<file path="src/rtl/temp_defs_pkg.sv">
`default_nettype none
// ============================================================================
// Module      : temp_defs (package)
// Description : Shared encodings for the temperature monitor path: the
//               monitor's 2-bit state codes, the alarm_ctrl FSM states and
//               the alarm level codes driven on alarm_level.
// Ports       : none (package)
// Revision    : 1.0 - initial release
// ============================================================================
package temp_defs;

    // Monitor output encodings
    localparam logic [1:0] STATE_NORMAL     = 2'd0;
    localparam logic [1:0] STATE_BORDERLINE = 2'd1;
    localparam logic [1:0] STATE_ATTENTION  = 2'd2;
    localparam logic [1:0] STATE_EMERGENCY  = 2'd3;

    // alarm_ctrl sequencer states
    typedef enum logic [1:0] {
        AC_IDLE  = 2'd0,
        AC_ATTN  = 2'd1,
        AC_EMERG = 2'd2,
        AC_SIL   = 2'd3
    } ac_state_e;

    // alarm_level encodings (value 1 is never driven)
    localparam logic [1:0] LEVEL_NONE  = 2'd0;
    localparam logic [1:0] LEVEL_ATTN  = 2'd2;
    localparam logic [1:0] LEVEL_EMERG = 2'd3;

endpackage
`default_nettype wire

</file>
<file path="src/rtl/alarm_ctrl_blink_gen.sv">
`default_nettype none
// ============================================================================
// Module      : blink_gen
// Description : Square-wave phase generator. The phase toggles every HALF
//               cycles; restart forces phase high and realigns the counter so
//               the first cycle after restart is always in the lit phase.
// Ports       : clk     - system clock
//               rst_n   - asynchronous active-low reset
//               restart - synchronous restart (phase -> 1, counter -> 0)
//               phase   - current blink phase
// Revision    : 1.0 - initial release
// ============================================================================
module blink_gen #(
    parameter int HALF = 4
) (
    input  logic clk,
    input  logic rst_n,
    input  logic restart,
    output logic phase
);

    localparam int                CNT_W  = (HALF > 1) ? $clog2(HALF) : 1;
    localparam logic [CNT_W-1:0]  C_LAST = CNT_W'(HALF - 1);

    logic [CNT_W-1:0] cnt_q, cnt_d;
    logic             phase_q, phase_d;

    always_comb begin
        cnt_d   = cnt_q;
        phase_d = phase_q;
        if (restart) begin
            cnt_d   = '0;
            phase_d = 1'b1;
        end else if (cnt_q == C_LAST) begin
            cnt_d   = '0;
            phase_d = ~phase_q;
        end else begin
            cnt_d   = cnt_q + CNT_W'(1);
        end
    end

    always_ff @(posedge clk or negedge rst_n) begin
        if (!rst_n) begin
            cnt_q   <= '0;
            phase_q <= 1'b0;
        end else begin
            cnt_q   <= cnt_d;
            phase_q <= phase_d;
        end
    end

    assign phase = phase_q;

endmodule
`default_nettype wire

</file>
<file path="src/rtl/alarm_ctrl.sv">
`default_nettype none
// ============================================================================
// Module      : alarm_ctrl
// Description : Latched, acknowledgeable alarm sequencer driven by the
//               temperature monitor state. Adds clear hysteresis, operator
//               silence on an ack rising edge, and slow/fast blink patterns.
// Ports       : clk         - system clock
//               rst_n       - asynchronous active-low reset
//               state       - monitor state (0 normal .. 3 emergency)
//               ack         - debounced acknowledge level (rising edge used)
//               alarm_level - 0 none, 2 attention, 3 emergency (registered)
//               silenced    - high while the alarm is silenced (registered)
//               leds        - LED bank drive (registered)
// Revision    : 1.0 - initial release
// ============================================================================
module alarm_ctrl
    import temp_defs::*;
#(
    parameter int LED_W       = 10,
    parameter int SEC_CYCLES  = 50_000_000,
    parameter int SLOW_HALF   = 25_000_000,
    parameter int FAST_HALF   = 6_250_000,
    parameter int SILENCE_SEC = 10,
    parameter int CLEAR_SEC   = 3
) (
    input  logic             clk,
    input  logic             rst_n,
    input  logic [1:0]       state,
    input  logic             ack,
    output logic [1:0]       alarm_level,
    output logic             silenced,
    output logic [LED_W-1:0] leds
);

    localparam longint C_SIL_CYC = longint'(SEC_CYCLES) * longint'(SILENCE_SEC);
    localparam longint C_CLR_CYC = longint'(SEC_CYCLES) * longint'(CLEAR_SEC);
    localparam longint C_MAX_CYC = (C_SIL_CYC > C_CLR_CYC) ? C_SIL_CYC : C_CLR_CYC;
    localparam int     CNT_W     = $clog2(C_MAX_CYC + 1);

    localparam logic [CNT_W-1:0] C_SEC_LAST = CNT_W'(SEC_CYCLES - 1);
    localparam logic [CNT_W-1:0] C_CLR_LAST = CNT_W'(CLEAR_SEC - 1);
    localparam logic [CNT_W-1:0] C_SIL_LAST = CNT_W'(C_SIL_CYC - 1);

    ac_state_e        fsm_q, fsm_d;
    ac_state_e        sil_from_q, sil_from_d;
    logic             ack_q;
    logic [CNT_W-1:0] clr_cyc_q, clr_cyc_d;
    logic [CNT_W-1:0] clr_sec_q, clr_sec_d;
    logic [CNT_W-1:0] sil_cnt_q, sil_cnt_d;
    logic [1:0]       alarm_level_q, alarm_level_d;
    logic             silenced_q, silenced_d;
    logic [LED_W-1:0] leds_q, leds_d;

    logic ack_rise;
    logic clr_cond;
    logic clr_done;
    logic sil_done;
    logic slow_restart, fast_restart;
    logic slow_phase, fast_phase;

    assign ack_rise = ack & ~ack_q;

    // ------------------------------------------------------------------
    // Next-state, clear counter and silence timer
    // ------------------------------------------------------------------
    always_comb begin
        fsm_d      = fsm_q;
        sil_from_d = sil_from_q;
        clr_cond   = 1'b0;

        case (fsm_q)
            AC_ATTN:  clr_cond = (state == STATE_NORMAL) || (state == STATE_BORDERLINE);
            AC_EMERG: clr_cond = (state != STATE_EMERGENCY);
            default:  clr_cond = 1'b0;
        endcase

        // Expires on the last cycle of the final qualifying second
        clr_done = clr_cond && (clr_cyc_q == C_SEC_LAST) && (clr_sec_q == C_CLR_LAST);
        sil_done = (sil_cnt_q == C_SIL_LAST);

        case (fsm_q)
            AC_IDLE: begin
                if (state == STATE_EMERGENCY)      fsm_d = AC_EMERG;
                else if (state == STATE_ATTENTION) fsm_d = AC_ATTN;
            end
            AC_ATTN: begin
                // Escalation beats ack, ack beats clear expiry
                if (state == STATE_EMERGENCY) begin
                    fsm_d = AC_EMERG;
                end else if (ack_rise) begin
                    fsm_d      = AC_SIL;
                    sil_from_d = AC_ATTN;
                end else if (clr_done) begin
                    fsm_d = AC_IDLE;
                end
            end
            AC_EMERG: begin
                if (ack_rise) begin
                    fsm_d      = AC_SIL;
                    sil_from_d = AC_EMERG;
                end else if (clr_done) begin
                    fsm_d = (state == STATE_ATTENTION) ? AC_ATTN : AC_IDLE;
                end
            end
            AC_SIL: begin
                if ((sil_from_q == AC_ATTN) && (state == STATE_EMERGENCY)) begin
                    fsm_d = AC_EMERG;
                end else if (sil_done) begin
                    if (state == STATE_EMERGENCY)      fsm_d = AC_EMERG;
                    else if (state == STATE_ATTENTION) fsm_d = AC_ATTN;
                    else                               fsm_d = AC_IDLE;
                end
            end
            default: fsm_d = AC_IDLE;
        endcase

        // Clear counter: restarts on any non-qualifying cycle or state change
        clr_cyc_d = clr_cyc_q;
        clr_sec_d = clr_sec_q;
        if (!clr_cond || (fsm_d != fsm_q)) begin
            clr_cyc_d = '0;
            clr_sec_d = '0;
        end else if (clr_cyc_q == C_SEC_LAST) begin
            clr_cyc_d = '0;
            if (clr_sec_q != C_CLR_LAST) clr_sec_d = clr_sec_q + CNT_W'(1);
        end else begin
            clr_cyc_d = clr_cyc_q + CNT_W'(1);
        end

        // Silence timer is zero on the entry cycle and saturates at its end
        sil_cnt_d = sil_cnt_q;
        if (fsm_q != AC_SIL)           sil_cnt_d = '0;
        else if (!sil_done)            sil_cnt_d = sil_cnt_q + CNT_W'(1);
    end

    // Phase restarts on each entry so the first displayed cycle is lit
    assign slow_restart = (fsm_d == AC_ATTN)  && (fsm_q != AC_ATTN);
    assign fast_restart = (fsm_d == AC_EMERG) && (fsm_q != AC_EMERG);

    blink_gen #(.HALF(SLOW_HALF)) u_slow (
        .clk     (clk),
        .rst_n   (rst_n),
        .restart (slow_restart),
        .phase   (slow_phase)
    );

    blink_gen #(.HALF(FAST_HALF)) u_fast (
        .clk     (clk),
        .rst_n   (rst_n),
        .restart (fast_restart),
        .phase   (fast_phase)
    );

    // ------------------------------------------------------------------
    // Output decode (registered from the current FSM state)
    // ------------------------------------------------------------------
    always_comb begin
        alarm_level_d = LEVEL_NONE;
        silenced_d    = 1'b0;
        leds_d        = '0;
        case (fsm_q)
            AC_ATTN: begin
                alarm_level_d = LEVEL_ATTN;
                leds_d        = {LED_W{slow_phase}};
            end
            AC_EMERG: begin
                alarm_level_d = LEVEL_EMERG;
                for (int i = 0; i < LED_W; i++) begin
                    leds_d[i] = ((i % 2) == 0) ? fast_phase : ~fast_phase;
                end
            end
            AC_SIL: begin
                alarm_level_d = (sil_from_q == AC_EMERG) ? LEVEL_EMERG : LEVEL_ATTN;
                silenced_d    = 1'b1;
            end
            default: ;
        endcase
    end

    always_ff @(posedge clk or negedge rst_n) begin
        if (!rst_n) begin
            fsm_q         <= AC_IDLE;
            sil_from_q    <= AC_IDLE;
            ack_q         <= 1'b0;
            clr_cyc_q     <= '0;
            clr_sec_q     <= '0;
            sil_cnt_q     <= '0;
            alarm_level_q <= LEVEL_NONE;
            silenced_q    <= 1'b0;
            leds_q        <= '0;
        end else begin
            fsm_q         <= fsm_d;
            sil_from_q    <= sil_from_d;
            ack_q         <= ack;
            clr_cyc_q     <= clr_cyc_d;
            clr_sec_q     <= clr_sec_d;
            sil_cnt_q     <= sil_cnt_d;
            alarm_level_q <= alarm_level_d;
            silenced_q    <= silenced_d;
            leds_q        <= leds_d;
        end
    end

    assign alarm_level = alarm_level_q;
    assign silenced    = silenced_q;
    assign leds        = leds_q;

endmodule
`default_nettype wire

</file>
<file path="config.mk">
export PLATFORM = sky130hd
export DESIGN_NAME = alarm_ctrl
export DESIGN_NICKNAME = d
export VERILOG_FILES = /design/src/rtl/temp_defs_pkg.sv /design/src/rtl/alarm_ctrl_blink_gen.sv /design/src/rtl/alarm_ctrl.sv
export SDC_FILE = /design/constraint.sdc
export NUM_CORES = 1
export LEC_CHECK = 0
export BUFFER_PORTS_ARGS = -buffer_cell sky130_fd_sc_hd__buf_2
export CORE_MARGIN = 4
export CORE_UTILIZATION = 55
export CTS_CLUSTER_DIAMETER = 120
export DETAILED_ROUTE_END_ITERATION = 8
export GPL_TIMING_DRIVEN = 0
export PLACE_DENSITY = 0.79
export SYNTH_ARGS = -nofsm -noshare
export SYNTH_HDL_FRONTEND = slang
export SYNTH_HIERARCHICAL = 1
export SYNTH_SLANG_ARGS = --single-unit
</file>
<file path="constraint.sdc">
create_clock -name clk -period 4.3 [get_ports clk]
set_clock_uncertainty 0.2 [all_clocks]
set_input_delay 0.645 -clock clk [delete_from_list [all_inputs] [get_ports clk]]
set_output_delay 0.645 -clock clk [all_outputs]
set_load 0.1 [all_outputs]
</file>
==> metrics.md <==
| Metric | Value |
|---|---|
| Required @ worst endpoint | `4.39 ns` |
| Core ar. | `13900 um2` |
| Reg2reg start | `fsm_q[1]` |
| Tot GR Track Use | `20.5%` |
| Via count | `5935` |
| Reg-to-reg endpoint | `u_fast/cnt_q[3]` |
| Worst Tran Pin Value | `0.771 ns` |
| Starting DRT DRC Count | `404` |
| Clock tree root buffer cell | `clkbuf_16` |
| Number of antenna violations at the first check in global routing | `0` |
| Final setup violation count | `0` |
| Global route overflow | `0` |
| Most common cell after layout, fill and taps aside | `dfrtp_1` |
| WP data arrival | `3.95 ns` |
| Hold Buf Count CTS | `0` |
| Startpoint types | `flop` |
| Endpoint class of the critical path | `flop` |
| Leak Pwr | `3.59 nW` |
| Post-Syn Area | `7810 um2` |
| H-tree depth | `4` |
| Largest net degree at the start of global routing | `85` |
| Period utilisation layout | `89.8%` |
| Async set or reset register ratio after synthesis | `100%` |
| Post-synth EDFFs | `0` |
| Sinks on Clock Net | `147` |
| Final hold violations | `0` |
| Wire length per cell | `14.7 um` |
| Row count | `43` |
| Maximum capacitance violations | `0` |
| RD Place Congestion | `0.829` |
| I/O pins | `18` |
| Tightest Hold Check Type | `in2async` |
| FF-to-FF path depth | `12` |
| First-pass GRT wire length | `27000 um` |
| CP Class | `reg2reg` |
| Overall die height | `127 um` |
| Minimum clock period | `3.86 ns` |
| R2R setup slack | `0.44 ns` |
| # diodes | `0` |
| DRC violations left | `0` |
| CP max stage delay | `0.46 ns` |
| Fmax | `0.259 GHz` |
| Avg Cell Area, Syn | `9.59 um2` |
| Commonest non-fill, non-tap cells in the layout | `dfrtp_1 (147), nor2_1 (105), nand2_1 (66)` |
| CTS tree | `built` |
| Via count normalized by instance count | `5.68` |
| Worst-path maximum fanout | `10` |
| Power per Cell Area | `478 nW/um2` |
| Outcome | `complete, no violations` |
| Top FF cell, synth | `dfrtp_1` |
| DIE AREA | `16200 um2` |
| Min Hold Slack | `0.0653 ns` |
| Critical-path top delay cell | `clkbuf_1` |
| Detailed Route WL | `15400 um` |
| Post-CTS Setup Repair Bufs | `0` |
| Vias in the first global route | `5689` |
| Filler instances | `1126` |
| Mapped Cells | `814` |
| Multi-input logic area | `3860 um2` |
| Nets@finish | `866` |
| Synthesis Warnings | `6` |
| Clk Latency, worst-skew pair | `0.43 ns` |
| TritonRoute pass-1 iters | `5` |
| Slew Limit Fails | `0` |
| Syn_nets | `829` |
| Die width | `127 um` |
| Starting Density | `56.2%` |
| Register area | `3680 um2` |
| DP HPWL | `10300 um` |
| Yosys cell types | `61` |
| RSZ-0062 raised after global routing | `no` |
| Final setup TNS | `0 ns` |
| Antenna viol nets, final | `0` |
| Critical-path cell list | `inv_1 -> ha_1 -> clkbuf_1 -> nor2_1 -> o221ai_1 -> a211oi_1 -> a22oi_1 -> a21boi_0 -> nor3b_1 -> o21bai_1 -> clkbuf_1 -> nor2_1` |
| Yosys reg bits | `147` |
| Clock transition at the registers of the reported paths | `0.06 ns` |
| Maximum clock insertion buffer count | `2` |
| IO Port Bufs | `17` |
| Inserted Clock Buffers | `17` |
| Layout area overhead | `12.1%` |
| Ratio of cells with drive above 1 in the final layout | `10.1%` |
| Max-slew headroom | `48.6%` |
| VDD IR max | `309 uV` |
| Sequential share of the synthesized area | `47.1%` |
[synthesized netlist by cell type, types with 8 or more instances]
library cell	n	area share [%]
inv_1	17	0.82
nand2_1	66	3.2
xnor2_1	56	6.3
nand4_1	33	2.6
xor2_1	51	5.7
nor4_1	27	2.2
nor4b_1	9	1.0
nand3_1	45	2.9
dfrtp_1	147	47
and2_1	28	2.2
and4_1	11	1.2
ha_1	10	1.6
and3_1	14	1.1
or3_1	23	1.8
nor3_1	14	0.90
buf_4	8	0.77
nor2_1	105	5.0
a21oi_1	25	1.6
nor2b_1	8	0.64
o21ai_0	21	1.3
clkbuf_1	16	0.77
[stage by stage]
stage               cell area [um2]  std cells  setup WS [ns]  power [mW]  utilization (%)
finish                         8750       1044          0.438        4.18             63.0
global route                   8750       1044         0.0416        4.40             63.0
CTS                            8740       1044         0.0566        4.21             63.0
detailed placement             8150       1012          0.107        2.74             58.7
global placement               8120       1011          0.170        2.72             58.5
floorplan                      7810        814           1.14        2.46                -
[timing repair]
item / 4_1_cts / 5_1_grt
hold endpoints to repair: 0 / 0
gates resized for setup: 0 / 2
setup endpoints to repair: 0 / 20
[critical path, delay by kind of cell, from the launching register on]
family,cells,cell delay (ns)
AOI/OAI and AO/OA,5,1.28
adders and majority gates,1,0.17
buffers and inverters,3,0.99
DFF,1,0.43
and+or+nand+nor,3,0.66
[how the worst max path moves through the flow]
stage / cells past startpoint / startpoint / slack [ns] / to
2_1_floorplan: 11 / clr_cyc_q[9] / 1.14 / u_slow/cnt_q[10]
3_5_place_dp: 10 / sil_cnt_q[21] / 0.11 / u_slow/cnt_q[7]
5_1_grt: 13 / fsm_q[1] / 0.04 / u_slow/cnt_q[7]
6_report: 12 / fsm_q[1] / 0.44 / u_fast/cnt_q[3]
3_3_place_gp: 10 / sil_cnt_q[20] / 0.17 / u_slow/cnt_q[7]
4_1_cts: 10 / sil_cnt_q[20] / 0.06 / u_slow/cnt_q[7]
[routing by layer]
metal | global-route usage, % | vias up | wire length [um]
met5 | 0 | - | 0
met4 | 7.76 | 0 | 284
met3 | 4.60 | 26 | 485
met2 | 32.0 | 82 | 7190
met1 | 28.1 | 2897 | 7400
li1 | - | 2930 | -
[sequential cells by signal, summed over array words and instances, names as in the netlist]
signal	count
fsm_q	2
clr_sec_q	29
clr_cyc_q	29
sil_from_q	2
u_slow/phase	1
u_slow/cnt_q	25
u_fast/cnt_q	23
u_fast/phase	1
leds	2
alarm_level	2
silenced	1
sil_cnt_q	29
ack_q	1
[cell families after synthesis]
kind of cell | after synthesis | share of synthesized area [%]
and+or+nand+nor | 420 | 29.2
adders and majority gates | 10 | 1.60
DFF | 147 | 47.1
xor gates and xnor gates | 107 | 12.0
AOI/OAI and AO/OA | 75 | 6.01
buffers and inverters | 52 | 3.62
muxes | 3 | 0.401
[area by class of cell]
type                    count  area share (%)
multi-input cells         615            44.1
clock inverters            10            1.20
well taps                 180            2.57
clock buffers              22            5.53
repair buffers             18            1.36
inverters                  17           0.729
flip-flops and latches    147            42.0
plain buffers              35            2.50
[where the power goes]
| group | total [mW] | switching, mW | internal [mW] |
|---|---|---|---|
| Combinational | 1.16 | 0.856 | 0.302 |
| Sequential | 1.56 | 0.0855 | 1.48 |
| Clock | 1.46 | 0.556 | 0.908 |
| Total | 4.18 | 1.50 | 2.69 |
No activity file was read; power rests on OpenSTA's default activity.
